[src/rtl/affine_rf_q_pkg.sv]
// affine package: default datapath width and the signed word type shared by
// the affine register file, its operand queue and their users.
package affine;

    localparam int N = 16;

    typedef logic signed [N-1:0] word_t;

endpackage

[src/rtl/affine_rf_q_if.sv]
// affine_rf_q_if: external operand queue handshake. The operand source is the
// master. The register file (queue owner) is the slave.
interface affine_rf_q_if #(
    parameter int N = affine::N
) ();

    logic signed [N-1:0] ext_data_i;
    logic                ext_valid_i;
    logic                ext_ready_o;
    logic                ext_pop_i;
    logic                ext_avail_o;

    modport master (
        output ext_data_i,
        output ext_valid_i,
        output ext_pop_i,
        input  ext_ready_o,
        input  ext_avail_o
    );

    modport slave (
        input  ext_data_i,
        input  ext_valid_i,
        input  ext_pop_i,
        output ext_ready_o,
        output ext_avail_o
    );

endinterface

[src/rtl/affine_rf_q_fifo.sv]
// affine_rf_fifo: QDEPTH-entry operand queue. The head word is presented as 0
// whenever the queue is empty. A count one bit wider than the pointers
// separates full from empty. Ready depends on stored count only, never on pop.
module affine_rf_fifo #(
    parameter int N      = affine::N,
    parameter int QDEPTH = 2
) (
    input  logic                clk_i,
    input  logic                rst_ni,
    input  logic signed [N-1:0] i_data,
    input  logic                i_valid,
    output logic                o_ready,
    input  logic                i_pop,
    output logic                o_avail,
    output logic signed [N-1:0] o_head
);

    import affine::*;

    localparam int PW = $clog2(QDEPTH);
    localparam int CW = PW + 1;

    logic signed [N-1:0] r_mem [QDEPTH];
    logic [PW-1:0]       r_head;
    logic [PW-1:0]       r_tail;
    logic [CW-1:0]       r_count;
    logic                w_push;
    logic                w_pop;

    assign o_ready = (r_count != CW'(QDEPTH));
    assign o_avail = (r_count != '0);
    assign w_push  = i_valid && o_ready;
    assign w_pop   = i_pop && o_avail;
    assign o_head  = o_avail ? r_mem[r_head] : '0;

    // Payload storage: written at the tail on an accepted push.
    always_ff @(posedge clk_i) begin
        if (w_push) begin
            r_mem[r_tail] <= i_data;
        end
    end

    // Pointer and occupancy tracking; pointers wrap naturally at QDEPTH.
    always_ff @(posedge clk_i or negedge rst_ni) begin
        if (!rst_ni) begin
            r_head  <= '0;
            r_tail  <= '0;
            r_count <= '0;
        end else begin
            if (w_push) begin
                r_tail <= r_tail + PW'(1);
            end
            if (w_pop) begin
                r_head <= r_head + PW'(1);
            end
            case ({w_push, w_pop})
                2'b10:   r_count <= r_count + CW'(1);
                2'b01:   r_count <= r_count - CW'(1);
                default: r_count <= r_count;
            endcase
        end
    end

endmodule

[src/rtl/affine_rf_q.sv]
// affine_rf_q: affine datapath register file. Register 0 maps onto the head of
// the external operand queue. Registers 1..NREG-1 are storage. The accumulator
// pair sits at ACC_BASE/ACC_BASE+1.
// Optional feature macro AFFINE_RF_BYPASS_EN: when defined, read ports and the
// accumulator outputs forward the write committing at the current edge.
module affine_rf_q #(
    parameter  int N        = affine::N,
    parameter  int NREG     = 8,
    localparam int AW       = $clog2(NREG),
    parameter  int ACC_BASE = 2,
    parameter  int QDEPTH   = 2
) (
    input  logic                clk_i,
    input  logic                rst_ni,
    affine_rf_q_if.slave        ext,
    input  logic                we_i,
    input  logic                wdual_i,
    input  logic [AW-1:0]       wd_addr_i,
    input  logic signed [N-1:0] wd_data_i,
    input  logic signed [N-1:0] acc2_i,
    input  logic [AW-1:0]       rs_addr_i,
    input  logic [AW-1:0]       rd_addr_i,
    output logic signed [N-1:0] rs_data_o,
    output logic signed [N-1:0] rd_data_o,
    output logic signed [N-1:0] acc1_o,
    output logic signed [N-1:0] acc2_o
);

    import affine::*;

    logic signed [N-1:0] r_regs [NREG];
    logic signed [N-1:0] w_next [NREG];
    logic signed [N-1:0] w_view [NREG];
    logic signed [N-1:0] w_head;

    affine_rf_fifo #(
        .N      (N),
        .QDEPTH (QDEPTH)
    ) u_fifo (
        .clk_i   (clk_i),
        .rst_ni  (rst_ni),
        .i_data  (ext.ext_data_i),
        .i_valid (ext.ext_valid_i),
        .o_ready (ext.ext_ready_o),
        .i_pop   (ext.ext_pop_i),
        .o_avail (ext.ext_avail_o),
        .o_head  (w_head)
    );

    // Next register image: dual accumulator write wins; single writes to
    // address 0 are dropped so slot 0 never holds data.
    always_comb begin
        w_next = r_regs;
        if (wdual_i) begin
            w_next[ACC_BASE]     = wd_data_i;
            w_next[ACC_BASE + 1] = acc2_i;
        end else if (we_i && (wd_addr_i != '0)) begin
            w_next[wd_addr_i] = wd_data_i;
        end
    end

    // Storage update; reset clears every register.
    always_ff @(posedge clk_i or negedge rst_ni) begin
        if (!rst_ni) begin
            for (int i = 0; i < NREG; i++) begin
                r_regs[i] <= '0;
            end
        end else begin
            r_regs <= w_next;
        end
    end

    // Read view: the pending image when bypassing, else committed state.
    generate
`ifdef AFFINE_RF_BYPASS_EN
        if (1) begin : g_bypass
            assign w_view = w_next;
        end
`else
        if (1) begin : g_no_bypass
            assign w_view = r_regs;
        end
`endif
    endgenerate

    // Address 0 always comes from the queue head and is never bypassed.
    assign rs_data_o = (rs_addr_i == '0) ? w_head : w_view[rs_addr_i];
    assign rd_data_o = (rd_addr_i == '0) ? w_head : w_view[rd_addr_i];
    assign acc1_o    = w_view[ACC_BASE];
    assign acc2_o    = w_view[ACC_BASE + 1];

endmodule

[src/flat_wrapper.sv]
// flat-port wrapper written by rule: the top's interface ports become plain ports
module affine_rf_q_flat import affine::*;
#(
    parameter  int N        = affine::N,
    parameter  int NREG     = 8,
    localparam int AW       = $clog2(NREG),
    parameter  int ACC_BASE = 2,
    parameter  int QDEPTH   = 2
)
  (clk_i, rst_ni, we_i, wdual_i, wd_addr_i, wd_data_i, acc2_i, rs_addr_i, rd_addr_i, rs_data_o, rd_data_o, acc1_o, acc2_o, ext_ext_data_i, ext_ext_valid_i, ext_ext_pop_i, ext_ext_ready_o, ext_ext_avail_o);
  affine_rf_q_if #(.N(N)) ext_i ();
  input  logic clk_i;
  input  logic rst_ni;
  input  logic we_i;
  input  logic wdual_i;
  input  logic [AW-1:0] wd_addr_i;
  input  logic signed [N-1:0] wd_data_i;
  input  logic signed [N-1:0] acc2_i;
  input  logic [AW-1:0] rs_addr_i;
  input  logic [AW-1:0] rd_addr_i;
  output logic signed [N-1:0] rs_data_o;
  output logic signed [N-1:0] rd_data_o;
  output logic signed [N-1:0] acc1_o;
  output logic signed [N-1:0] acc2_o;
  input wire logic [$bits(ext_i.ext_data_i)-1:0] ext_ext_data_i;
  input wire logic [$bits(ext_i.ext_valid_i)-1:0] ext_ext_valid_i;
  input wire logic [$bits(ext_i.ext_pop_i)-1:0] ext_ext_pop_i;
  output wire logic [$bits(ext_i.ext_ready_o)-1:0] ext_ext_ready_o;
  output wire logic [$bits(ext_i.ext_avail_o)-1:0] ext_ext_avail_o;
  assign ext_i.ext_data_i = ext_ext_data_i;
  assign ext_i.ext_valid_i = ext_ext_valid_i;
  assign ext_i.ext_pop_i = ext_ext_pop_i;
  assign ext_ext_ready_o = ext_i.ext_ready_o;
  assign ext_ext_avail_o = ext_i.ext_avail_o;
  affine_rf_q #(.N(N), .NREG(NREG), .ACC_BASE(ACC_BASE), .QDEPTH(QDEPTH)) u_core (.clk_i(clk_i), .rst_ni(rst_ni), .ext(ext_i), .we_i(we_i), .wdual_i(wdual_i), .wd_addr_i(wd_addr_i), .wd_data_i(wd_data_i), .acc2_i(acc2_i), .rs_addr_i(rs_addr_i), .rd_addr_i(rd_addr_i), .rs_data_o(rs_data_o), .rd_data_o(rd_data_o), .acc1_o(acc1_o), .acc2_o(acc2_o));
endmodule
[config.mk]
export PLATFORM = sky130hd
export DESIGN_NAME = affine_rf_q_flat
export DESIGN_NICKNAME = d
export VERILOG_FILES = /design/src/rtl/affine_rf_q_pkg.sv /design/src/rtl/affine_rf_q_if.sv /design/src/rtl/affine_rf_q_fifo.sv /design/src/rtl/affine_rf_q.sv /design/src/flat_wrapper.sv
export SDC_FILE = /design/constraint.sdc
export NUM_CORES = 1
export LEC_CHECK = 0
export BUFFER_PORTS_ARGS = -buffer_cell sky130_fd_sc_hd__buf_4
export CAP_MARGIN = 25
export CORE_AREA = 2 2 155 157
export CTS_CLUSTER_DIAMETER = 80
export DETAILED_ROUTE_END_ITERATION = 10
export DIE_AREA = 0 0 157 159
export GPL_TIMING_DRIVEN = 0
export PLACE_DENSITY_LB_ADDON = 0.08
export SLEW_MARGIN = 30
export SYNTH_ARGS = -nofsm -noshare
export SYNTH_HDL_FRONTEND = slang
export SYNTH_SLANG_ARGS = --single-unit
[constraint.sdc]
create_clock -name clk_i -period 3.42 [get_ports clk_i]
set_clock_uncertainty 0.05 [all_clocks]
set_input_delay 0.684 -clock clk_i [delete_from_list [all_inputs] [get_ports clk_i]]
set_output_delay 0.684 -clock clk_i [all_outputs]
set_load 0.005 [all_outputs]
==> results of run 1 <==
==> repair_timing <==
item,4_1_cts,5_1_grt
resized for setup,5,4
pin swaps,0,0
endpoints found under the setup margin,17,5
==> metrics by stage <==
step | instances | instance area, µm² | hold WS (ns)
final | 1113 | 9990 | 0.106
after global placement | 1081 | 9380 | 0.429
after floorplan | 638 | 8050 | 0.338
after global routing | 1113 | 9990 | 0.128
after detailed placement | 1082 | 9420 | 0.456
after CTS | 1114 | 9990 | 0.126
==> layout by cell type (no fill, tap or decap), types with 2 or more instances in the layout <==
cell type | netlist | routed
sky130_fd_sc_hd__a221oi_1 | 31 | 31
sky130_fd_sc_hd__and3_1 | 2 | 2
sky130_fd_sc_hd__buf_2 | 17 | 17
sky130_fd_sc_hd__buf_4 | 36 | 159
sky130_fd_sc_hd__buf_6 | 3 | 3
sky130_fd_sc_hd__clkbuf_1 | 23 | 16
sky130_fd_sc_hd__clkbuf_16 | 0 | 17
sky130_fd_sc_hd__clkbuf_2 | 0 | 7
sky130_fd_sc_hd__clkinv_4 | 0 | 3
sky130_fd_sc_hd__dfrtp_1 | 116 | 116
sky130_fd_sc_hd__edfxtp_1 | 32 | 32
sky130_fd_sc_hd__inv_1 | 7 | 7
sky130_fd_sc_hd__inv_6 | 0 | 7
sky130_fd_sc_hd__inv_8 | 0 | 2
sky130_fd_sc_hd__mux2_2 | 171 | 171
sky130_fd_sc_hd__mux2_4 | 10 | 10
sky130_fd_sc_hd__mux2i_1 | 43 | 43
sky130_fd_sc_hd__nand2_1 | 30 | 30
sky130_fd_sc_hd__nand2b_1 | 3 | 3
sky130_fd_sc_hd__nor2_1 | 9 | 8
sky130_fd_sc_hd__nor2_2 | 2 | 3
sky130_fd_sc_hd__nor2b_1 | 2 | 2
sky130_fd_sc_hd__nor3b_1 | 2 | 2
sky130_fd_sc_hd__o21ai_0 | 16 | 16
sky130_fd_sc_hd__o22a_1 | 7 | 7
sky130_fd_sc_hd__o22ai_1 | 52 | 52
sky130_fd_sc_hd__o32ai_1 | 5 | 5
sky130_fd_sc_hd__or3_1 | 3 | 3
sky130_fd_sc_hd__xnor2_1 | 3 | 3
sky130_fd_sc_hd__xor2_1 | 2 | 2
==> sequential cells by signal, indices dropped and copies added, names as in the netlist <==
register,cells
u_core.r_regs,80
u_core.u_fifo.r_tail,1
u_core.u_fifo.r_count,2
u_core.u_fifo.r_mem,32
u_core.acc2_o,16
u_core.u_fifo.r_head,1
u_core.acc1_o,16
==> synth_stat cells (3+ instances only) <==
master / number
sky130_fd_sc_hd__a221oi_1: 31
sky130_fd_sc_hd__mux2i_1: 43
sky130_fd_sc_hd__o22a_1: 7
sky130_fd_sc_hd__edfxtp_1: 32
sky130_fd_sc_hd__nor2_1: 9
sky130_fd_sc_hd__inv_1: 7
sky130_fd_sc_hd__mux2_2: 171
sky130_fd_sc_hd__buf_6: 3
sky130_fd_sc_hd__o21ai_0: 16
sky130_fd_sc_hd__mux2_4: 10
sky130_fd_sc_hd__nand2b_1: 3
sky130_fd_sc_hd__or3_1: 3
sky130_fd_sc_hd__o22ai_1: 52
sky130_fd_sc_hd__clkbuf_1: 23
sky130_fd_sc_hd__buf_2: 17
sky130_fd_sc_hd__o32ai_1: 5
sky130_fd_sc_hd__dfrtp_1: 116
sky130_fd_sc_hd__xnor2_1: 3
sky130_fd_sc_hd__buf_4: 36
sky130_fd_sc_hd__nand2_1: 30
==> final cells by class <==
cell class | instances | area share
Timing Repair Buffer | 125 | 0.0967
Sequential cell | 148 | 0.387
Clock buffer | 17 | 0.0426
Clock inverter | 15 | 0.0139
Inverter | 7 | 0.00263
Buffer | 81 | 0.0509
Multi-Input combinational cell | 401 | 0.367
Tap cell | 319 | 0.0400
==> final timing paths <==
check	startpoint	slack [ns]	end	depth (start not counted)
setup / recovery	rd_addr_i[1]	0.09	rd_data_o[2]	7
hold / removal	rst_ni	0.11	u_core.r_regs[100]	1
setup reg to reg	u_core.u_fifo.r_count[0]	1.60	u_core.u_fifo.r_mem[0][9]	3
hold reg to reg	u_core.u_fifo.r_tail	0.46	u_core.u_fifo.r_tail	1
max in group asynchronous	rst_ni	2.53	u_core.r_regs[58]	2
min in group clk_i	ext_ext_data_i[4]	0.37	u_core.u_fifo.r_mem[0][4]	1
==> power by group through the flow <==
| stage | combinational (mW) | clock, mW | sequential, mW |
|---|---|---|---|
| after CTS | 1.74 | 1.85 | 2.44 |
| final | 1.73 | 1.82 | 2.45 |
| after floorplan | 1.10 | 0 | 2.39 |
| after global routing | 1.87 | 1.93 | 2.49 |
| after global placement | 1.69 | 0 | 2.44 |
| after detailed placement | 1.73 | 0 | 2.47 |
==> routing by layer <==
layer  vias to the layer above  part of all wire  global-route usage
met3                        42             0.053              0.0403
met1                      3107              0.46               0.316
met2                       221              0.46               0.337
met4                         0             0.025              0.0801
met5                         -                 0                   0
li1                       2674                 -                   -
==> worst max-delay path: stages <==
cell and delay [ns]:
sky130_fd_sc_hd__buf_4 0.09, sky130_fd_sc_hd__buf_2 0.34, sky130_fd_sc_hd__nor2b_1 0.47, sky130_fd_sc_hd__buf_2 0.46, sky130_fd_sc_hd__a221oi_1 0.16, sky130_fd_sc_hd__o22ai_1 0.24, sky130_fd_sc_hd__buf_4 0.16
==> kinds of logic after synthesis <==
family | synth area share
multiplexers | 0.311
flip-flops | 0.480
AO/OA/AOI/OAI | 0.0980
buffers and inverters | 0.0657
AND/OR/NAND/NOR | 0.0382
XOR/XNOR | 0.00544
adder cells (fa/ha/maj) | 0.00155
==> reports/results.md, run 1 <==
| Quantity | Value |
| --- | --- |
| Run status | complete, no violations |
| Combinational cell fraction of total power | 0.288 |
| Antenna viol nets, final | 0 |
| Total clock buffers created by CTS | 17 |
| Total power consumption of the routed design | 6.00 mW |
| Max-Slew Margin vs Limit | 0.375 |
| Number of hold-slack violations in the final timing report | 0 |
| Setup violation total in the final timing report | 0 |
| DRT Pass-1 Iters | 5 |
| Top-level I/O count | 129 |
| Min cycle time layout | 3.33 ns |
| Cell at the root of the clock tree | sky130_fd_sc_hd__clkbuf_16 |
| Net count after synthesis | 702 |
| Die Outline Area | 25000 µm² |
| Vertical extent of the die | 159 µm |
| Die outline width | 157 µm |
| Fraction of synthesis flops using an asynchronous set or reset pin | 0.784 |
| Largest area contributor in the netlist | sky130_fd_sc_hd__dfrtp_1 |
| Worst Tran Pin Value | 0.938 ns |
| Worst Setup End Kind | primary output |
| Proportion of power drawn by the clock network | 0.304 |
| Worst min-delay path category | in -> async |
| Synthesized flop and latch total | 148 |
| Post CTS Setup Buffer Count | 0 |
| Share of the clock period used by the worst path | 0.975 |
| Starting density of the core | 0.347 |
| Register area | 3860 µm² |
| Worst slack at placement | -0.171 ns |
| Prevailing post-synth register cell | sky130_fd_sc_hd__dfrtp_1 |
| Total Routed Length | 27.2 mm |
| DRT iter0 DRCs | 331 |
| Clock-pin slew of the registers on the worst-case setup and hold paths | 0.07 ns |
| Mapped Avg Cell Area | 12.6 µm² |
| Synthesized netlist cell count | 638 |
| Proportion of power drawn by flip-flops and latches | 0.408 |
| Nets@finish | 845 |
| Path type of the worst setup path | in -> out |
| Switching power of the nets | 1.96 mW |
| First-pass GRT wire length | 40.4 mm |
| Fraction of the yosys area taken by sequential cells | 0.480 |
| Total number of H-tree levels | 4 |
| Number of remaining DRC errors | 0 |
| Utilization of the core after routing | 0.431 |
| Vias per cell | 5.43 |
| Power density over cell area | 600 nW/µm² |
| DR vias | 6044 |
| HPWL Detailed | 18.7 mm |
| Total clock sinks | 148 |
| Max FO, Critical Path | 10 |
| Fill cell total of the finished layout | 2181 |
| Global-route usage over all layers | 0.222 |
| Achievable Freq | 0.300 GHz |
| Static Leak | 4.42 nW |
| Cell types occupying the most area after synthesis | sky130_fd_sc_hd__dfrtp_1 36%, sky130_fd_sc_hd__mux2_2 24%, sky130_fd_sc_hd__edfxtp_1 12%, sky130_fd_sc_hd__mux2i_1 5.3%, sky130_fd_sc_hd__o22ai_1 4.0% |
| Post-Route Setup TNS | 0 ns |
| Post-Syn Area | 8050 µm² |
| Count of hold-fix buffers inserted at cts | 0 |
| Post-synth top area share | 0.360 |
| Worst IR drop on VDD | 0.000406 V |
| Number of global-route vias before repair | 6255 |
| Maximum number of pins on one net before global-route repair | 67 |
| Layout overhead on the synthesized area | 24.1% |
| Data required time at the worst endpoint | 2.69 ns |
| Number of flops mapped to enable cells by yosys | 32 |
| Antenna violations before repair | 0 |
| Type of origin of the critical path | input port |
| Row count | 56 |
| Core area | 23200 µm² |
| Total area of multi-input combinational cells | 3660 µm² |
| Unrepaired setup endpoints after global routing | no |
| Number of buffers on the longest clock path | 2 |
| Min setup slack post-route | 0.0865 ns |
| Final global-route overflow total | 0 |
| Clock tree from TritonCTS | built |
| Switching part of the total | 0.326 |
| Data arrival at the endpoint of the critical path | 2.60 ns |
| Max-cap check violation count | 0 |
| Worst skew pair latency | 0.44 ns |
| Share of cells above drive strength 1 | 0.515 |
| Number of pins exceeding their max-slew limit in the final report | 0 |
| Ant. Diodes | 0 |
| Synth Warn # | 0 |
| Internal Power | 4.04 mW |
| Placer Congestion | 0.829 |
| Count of different cell masters after synthesis | 35 |
| Total of buffers placed on input and output ports | 124 |
| Routed wire per std cell | 24.4 µm |
Power figures use the tool's default switching activity.
==> inputs of run 2 (changes only) <==
- SETUP_SLACK_MARGIN: not set -> 0.4
==> reports/results.md, run 2 (synthesis gave the netlist of run 1 again) <==
| Quantity | Value | vs previous |
| --- | --- | --- |
| Antenna viol nets, final | 0 | unchanged |
| Path type of the worst setup path | in -> out | unchanged |
| Run status | complete, no violations | unchanged |
| Max FO, Critical Path | 10 | unchanged |
| Routed wire per std cell | 24.5 µm | was 24.4 µm |
| Total clock sinks | 148 | unchanged |
| Maximum number of pins on one net before global-route repair | 67 | unchanged |
| Clock-pin slew of the registers on the worst-case setup and hold paths | 0.07 ns | about the same |
| Total power consumption of the routed design | 6.02 mW | was 6.00 mW |
| Flip-flop count of the largest register after layout | 80 | unchanged |
| Fill cell total of the finished layout | 2169 | was 2181 |
| Count of hold-fix buffers inserted at cts | 0 | unchanged |
| Cell at the root of the clock tree | sky130_fd_sc_hd__clkbuf_16 | unchanged |
| Min cycle time layout | 3.00 ns | was 3.33 ns |
| Worst slack at placement | -0.171 ns | unchanged |
| Total number of H-tree levels | 4 | unchanged |
| Share of cells above drive strength 1 | 0.540 | was 0.515 |
| Min setup slack post-route | 0.420 ns | was 0.0865 ns |
| Antenna violations before repair | 0 | unchanged |
| Setup violation total in the final timing report | 0 | unchanged |
| Top-level I/O count | 129 | unchanged |
| Achievable Freq | 0.333 GHz | was 0.300 GHz |
| Total of buffers placed on input and output ports | 124 | unchanged |
| HPWL Detailed | 18.7 mm | unchanged |
| Vertical extent of the die | 159 µm | unchanged |
| Worst min-delay path category | in -> async | unchanged |
| Worst-case reg-to-reg path depth | 3 | unchanged |
| Worst Setup End Kind | primary output | unchanged |
| Worst IR drop on VDD | 0.000405 V | was 0.000406 V |
| Number of standard cells in the final layout excluding fillers | 1114 | was 1113 |
| Biggest regs | u_core.r_regs x80, u_core.u_fifo.r_mem x32 | unchanged |
| Commonest cells after routing, fill and taps aside | 171 x sky130_fd_sc_hd__mux2_2, 163 x sky130_fd_sc_hd__buf_4, 116 x sky130_fd_sc_hd__dfrtp_1 | was 171 x sky130_fd_sc_hd__mux2_2, 159 x sky130_fd_sc_hd__buf_4, 116 x sky130_fd_sc_hd__dfrtp_1 |
| Number of global-route vias before repair | 6271 | was 6255 |
| DRT iter0 DRCs | 388 | was 331 |
| First-pass GRT wire length | 40.5 mm | was 40.4 mm |
| Total Routed Length | 27.3 mm | was 27.2 mm |
| Number of instances in the placed design | 1082 | unchanged |
| Number of buffers on the longest clock path | 2 | unchanged |
| Die Outline Area | 25000 µm² | unchanged |
| Max-Slew Margin vs Limit | 0.432 | was 0.375 |
| Data required time at the worst endpoint | 2.69 ns | about the same |
| Post CTS Setup Buffer Count | 0 | unchanged |
| DR vias | 6011 | was 6044 |
| Register with the most flip-flops | u_core.r_regs | unchanged |
| Layout overhead on the synthesized area | 25.3% | was 24.1% |
| Static Leak | 4.49 nW | was 4.42 nW |
| Data arrival at the endpoint of the critical path | 2.27 ns | was 2.60 ns |
| DRT Pass-1 Iters | 5 | unchanged |
| Most common library cell in the layout ignoring fill and taps | sky130_fd_sc_hd__mux2_2 | unchanged |
| Nets@finish | 846 | was 845 |
| Row count | 56 | unchanged |
| Ant. Diodes | 0 | unchanged |
| Total clock buffers created by CTS | 17 | unchanged |
| Worst skew pair latency | 0.44 ns | about the same |
| Core area | 23200 µm² | unchanged |
| Starting density of the core | 0.347 | unchanged |
| Clock tree from TritonCTS | built | unchanged |
| Share of the clock period used by the worst path | 0.877 | was 0.975 |
| Placer Congestion | 0.829 | unchanged |
| Final global-route overflow total | 0 | unchanged |
| Power density over cell area | 597 nW/µm² | was 600 nW/µm² |
| Tightest hold margin | 0.109 ns | was 0.106 ns |
| Max-cap check violation count | 0 | unchanged |
| Number of hold-slack violations in the final timing report | 0 | unchanged |
| Die outline width | 157 µm | unchanged |
| Worst Tran Pin Value | 0.851 ns | was 0.938 ns |
| Vias per cell | 5.40 | was 5.43 |
| Number of pins exceeding their max-slew limit in the final report | 0 | unchanged |
| Global-route usage over all layers | 0.222 | about the same |
| Type of origin of the critical path | input port | unchanged |
| Number of remaining DRC errors | 0 | unchanged |
| Unrepaired setup endpoints after global routing | yes | was no |
-- run 2: cell types whose count changed in the layout (fill, tap and decap cells not counted), moves of 3 or more --
cell and change:
sky130_fd_sc_hd__clkbuf_4 +5, sky130_fd_sc_hd__a221oi_2 +3, sky130_fd_sc_hd__clkbuf_1 -10, sky130_fd_sc_hd__buf_2 -3, sky130_fd_sc_hd__buf_4 +4, sky130_fd_sc_hd__a221oi_1 -3, sky130_fd_sc_hd__clkbuf_2 +4
-- run 2: path summary, 6_finish.rpt --
check | from | endpoint | slack [ns]
min in group clk_i | ext_ext_data_i[4] | u_core.u_fifo.r_mem[1][4] | 0.38
max in group asynchronous | rst_ni | u_core.r_regs[8] | 2.52
min | rst_ni | u_core.r_regs[100] | 0.11
max | rs_addr_i[0] | rs_data_o[6] | 0.42
min reg2reg | u_core.u_fifo.r_tail | u_core.u_fifo.r_tail | 0.46
max reg2reg | u_core.u_fifo.r_count[0] | u_core.u_fifo.r_mem[0][9] | 1.61
-- run 2: power breakdown --
group / switching [mW] / leakage, nW / total [mW] / internal, mW
Clock: 0.861 / 0.277 / 1.82 / 0.961
Combinational: 0.851 / 2.50 / 1.75 / 0.899
Sequential: 0.254 / 1.71 / 2.45 / 2.19
Total: 1.97 / 4.49 / 6.02 / 4.05
-- run 2: worst max-delay path: stages --
cell                       delay, ns
sky130_fd_sc_hd__buf_4          0.13
sky130_fd_sc_hd__nor2b_1        0.12
sky130_fd_sc_hd__clkbuf_2       0.22
sky130_fd_sc_hd__buf_2          0.30
sky130_fd_sc_hd__a221oi_1       0.45
sky130_fd_sc_hd__o32ai_1        0.19
sky130_fd_sc_hd__buf_4          0.17
-- run 2: timing repair --
item | CTS | global route
resized for setup | 34 | 13
pin swaps | 0 | 0
setup endpoints to repair | 29 | 18
hold endpoints to repair | 0 | 0
-- run 2: layout make-up --
| type | count | area [µm²] | share of cell area |
|---|---|---|---|
| Sequential cell | 148 | 3860 | 0.383 |
| Multi-Input combinational cell | 401 | 3700 | 0.367 |
| Timing Repair Buffer | 125 | 966 | 0.0958 |
| Buffer | 82 | 564 | 0.0559 |
| Clock buffer | 17 | 425 | 0.0422 |
| Tap cell | 319 | 399 | 0.0396 |
| Clock inverter | 15 | 139 | 0.0138 |
| Inverter | 7 | 26.3 | 0.00260 |
-- run 2: per-layer routing --
layer | vias to the layer above | share of wire | track usage
met5 | - | 0 | 0
met4 | 0 | 0.024 | 0.0784
met3 | 40 | 0.052 | 0.0427
met2 | 189 | 0.46 | 0.341
met1 | 3104 | 0.47 | 0.314
li1 | 2678 | - | -
-- run 2: per-stage QoR --
step	setup TNS, ns	area (µm²)	util
2_1_floorplan	0	8050	-
3_3_place_gp	-0.730	9380	0.405
3_5_place_dp	-1.26	9420	0.406
4_1_cts	0	10100	0.433
5_1_grt	0	10100	0.435
6_report	0	10100	0.435
==> inputs of run 3 (changes only) <==
- CORE_AREA: 2 2 155 157 -> 4 4 157 159
- DIE_AREA: 0 0 157 159 -> 0 0 161 163
==> reports/results.md, run 3 (synthesis gave the netlist of run 1 again) <==
| Quantity | Value | vs previous |
| --- | --- | --- |
| DR vias | 5971 | was 6011 |
| Register with the most flip-flops | u_core.r_regs | unchanged |
| Clock tree from TritonCTS | built | unchanged |
| Cell Chain, Critical Path | buf_4 -> buf_2 -> nand2b_1 -> clkbuf_2 -> buf_6 -> o22ai_1 -> o22ai_1 -> buf_4 | was buf_4 -> nor2b_1 -> clkbuf_2 -> buf_2 -> a221oi_1 -> o32ai_1 -> buf_4 |
| Total power consumption of the routed design | 6.19 mW | was 6.02 mW |
| Static Leak | 4.51 nW | was 4.49 nW |
| Achievable Freq | 0.336 GHz | was 0.333 GHz |
| Vias per cell | 5.36 | was 5.40 |
| Global-route usage over all layers | 0.205 | was 0.222 |
| Count of hold-fix buffers inserted at cts | 0 | unchanged |
| Number of instances in the placed design | 1082 | unchanged |
| Max FO, Critical Path | 10 | unchanged |
| Top cell family by delay on the critical path | buffers and inverters | unchanged |
| Worst Tran Pin Value | 0.845 ns | was 0.851 ns |
| Type of origin of the critical path | input port | unchanged |
| Commonest cells after routing, fill and taps aside | 171 x sky130_fd_sc_hd__mux2_2, 163 x sky130_fd_sc_hd__buf_4, 116 x sky130_fd_sc_hd__dfrtp_1 | unchanged |
| Total of buffers placed on input and output ports | 124 | unchanged |
| Ant. Diodes | 0 | unchanged |
| Vertical extent of the die | 163 µm | was 159 µm |
| Row count | 56 | unchanged |
| Number of remaining DRC errors | 0 | unchanged |
| Share of cells above drive strength 1 | 0.531 | was 0.540 |
| DRT Pass-1 Iters | 5 | unchanged |
| Power density over cell area | 611 nW/µm² | was 597 nW/µm² |
| Max-cap check violation count | 0 | unchanged |
| Core area | 23300 µm² | was 23200 µm² |
| Nets@finish | 846 | unchanged |
| Fill cell total of the finished layout | 2236 | was 2169 |
| Cell at the root of the clock tree | sky130_fd_sc_hd__clkbuf_16 | unchanged |
| Clock-pin slew of the registers on the worst-case setup and hold paths | 0.06 ns | was 0.07 ns |
| Antenna violations before repair | 0 | unchanged |
| Most common library cell in the layout ignoring fill and taps | sky130_fd_sc_hd__mux2_2 | unchanged |
| Share of the clock period used by the worst path | 0.870 | was 0.877 |
| DRT iter0 DRCs | 360 | was 388 |
| Number of buffers on the longest clock path | 2 | unchanged |
| Antenna viol nets, final | 0 | unchanged |
| Data required time at the worst endpoint | 2.69 ns | about the same |
| Worst Setup End Kind | primary output | unchanged |
| First-pass GRT wire length | 39.7 mm | was 40.5 mm |
| Worst IR drop on VDD | 0.000382 V | was 0.000405 V |
| Number of global-route vias before repair | 6214 | was 6271 |
| Total clock buffers created by CTS | 17 | unchanged |
| Run status | complete, no violations | unchanged |
| Die outline width | 161 µm | was 157 µm |
| Layout overhead on the synthesized area | 25.9% | was 25.3% |
| Max-Slew Margin vs Limit | 0.436 | was 0.432 |
| Biggest regs | u_core.r_regs x80, u_core.u_fifo.r_mem x32 | unchanged |
| Largest stage delay on the critical path | 0.29 ns | was 0.45 ns |
| Min setup slack post-route | 0.446 ns | was 0.420 ns |
| Worst skew pair latency | 0.42 ns | was 0.44 ns |
| Flip-flop count of the largest register after layout | 80 | unchanged |
| Slowest CP cell | sky130_fd_sc_hd__buf_2 | was sky130_fd_sc_hd__a221oi_1 |
| Data arrival at the endpoint of the critical path | 2.24 ns | was 2.27 ns |
| Critical path buffer and inverter count | 5 | was 4 |
| Placer Congestion | 0.856 | was 0.829 |
| HPWL Detailed | 18.7 mm | about the same |
| Number of standard cells in the final layout excluding fillers | 1114 | unchanged |
| Worst min-delay path category | in -> async | unchanged |
| Tightest hold margin | 0.115 ns | was 0.109 ns |
| Worst slack at placement | -0.194 ns | was -0.171 ns |
| Number of hold-slack violations in the final timing report | 0 | unchanged |
| Total number of H-tree levels | 4 | unchanged |
| Setup violation total in the final timing report | 0 | unchanged |
| Routed wire per std cell | 24.0 µm | was 24.5 µm |
| Top-level I/O count | 129 | unchanged |
| Die Outline Area | 26200 µm² | was 25000 µm² |
| Starting density of the core | 0.346 | was 0.347 |
| Maximum number of pins on one net before global-route repair | 72 | was 67 |
| Path type of the worst setup path | in -> out | unchanged |
| Total clock sinks | 148 | unchanged |
| Number of pins exceeding their max-slew limit in the final report | 0 | unchanged |
| Final global-route overflow total | 0 | unchanged |
| Total Routed Length | 26.7 mm | was 27.3 mm |
| Unrepaired setup endpoints after global routing | no | was yes |
| Min cycle time layout | 2.97 ns | was 3.00 ns |
==> run 3: through the flow <==
| step | TNS, ns | instance area, µm² | utilization |
|---|---|---|---|
| global route | 0 | 10100 | 0.436 |
| global placement | -1.47 | 9380 | 0.403 |
| detailed placement | -1.37 | 9420 | 0.405 |
| floorplan | 0 | 8050 | - |
| CTS | 0 | 10100 | 0.435 |
| finish | 0 | 10100 | 0.436 |
==> run 3: worst paths after layout <==
path / from / end / depth (start not counted) / slack (ns)
max in group asynchronous: rst_ni / u_core.r_regs[13] / 2 / 2.50
worst max-delay path: rs_addr_i[1] / rs_data_o[12] / 8 / 0.45
worst min register to register: u_core.u_fifo.r_count[1] / u_core.u_fifo.r_count[1] / 1 / 0.46
worst max register to register: u_core.u_fifo.r_count[0] / u_core.u_fifo.r_mem[0][8] / 3 / 1.60
worst min-delay path: rst_ni / u_core.r_regs[99] / 1 / 0.12
min in group clk_i: ext_ext_data_i[15] / u_core.u_fifo.r_mem[1][15] / 1 / 0.40
==> run 3: area by class of cell <==
type	instances	area, µm²	share of cell area
Sequential cell	148	3860	0.381
Inverter	7	26.3	0.00259
Buffer	82	572	0.0564
Multi-Input combinational cell	401	3690	0.364
Tap cell	319	399	0.0394
Clock buffer	24	472	0.0465
Timing Repair Buffer	125	966	0.0953
Clock inverter	8	150	0.0148
==> run 3: repair_timing <==
action,in CTS,in global routing
buffers inserted,0,0
endpoints found under the setup margin,28,21
resized for setup,33,8
==> run 3: worst register-to-register path, delay by kind of cell (launching register included) <==
kind	cells	cell delay [ns]
DFF	1	0.41
and+or+nand+nor	3	0.98
==> run 3: power by group <==
group          total (mW)  leakage (nW)  internal [mW]  switching, mW
registers            2.44          1.71           2.20          0.247
clock network        2.00         0.299           1.26          0.740
logic                1.74          2.50          0.899          0.845
total                6.19          4.51           4.36           1.83
==> run 3: routing by layer <==
metal / global-route usage / routed length, µm
met1: 0.283 / 11800
met2: 0.330 / 12800
met3: 0.0397 / 1650
met4: 0.0593 / 474
met5: 0 / 0
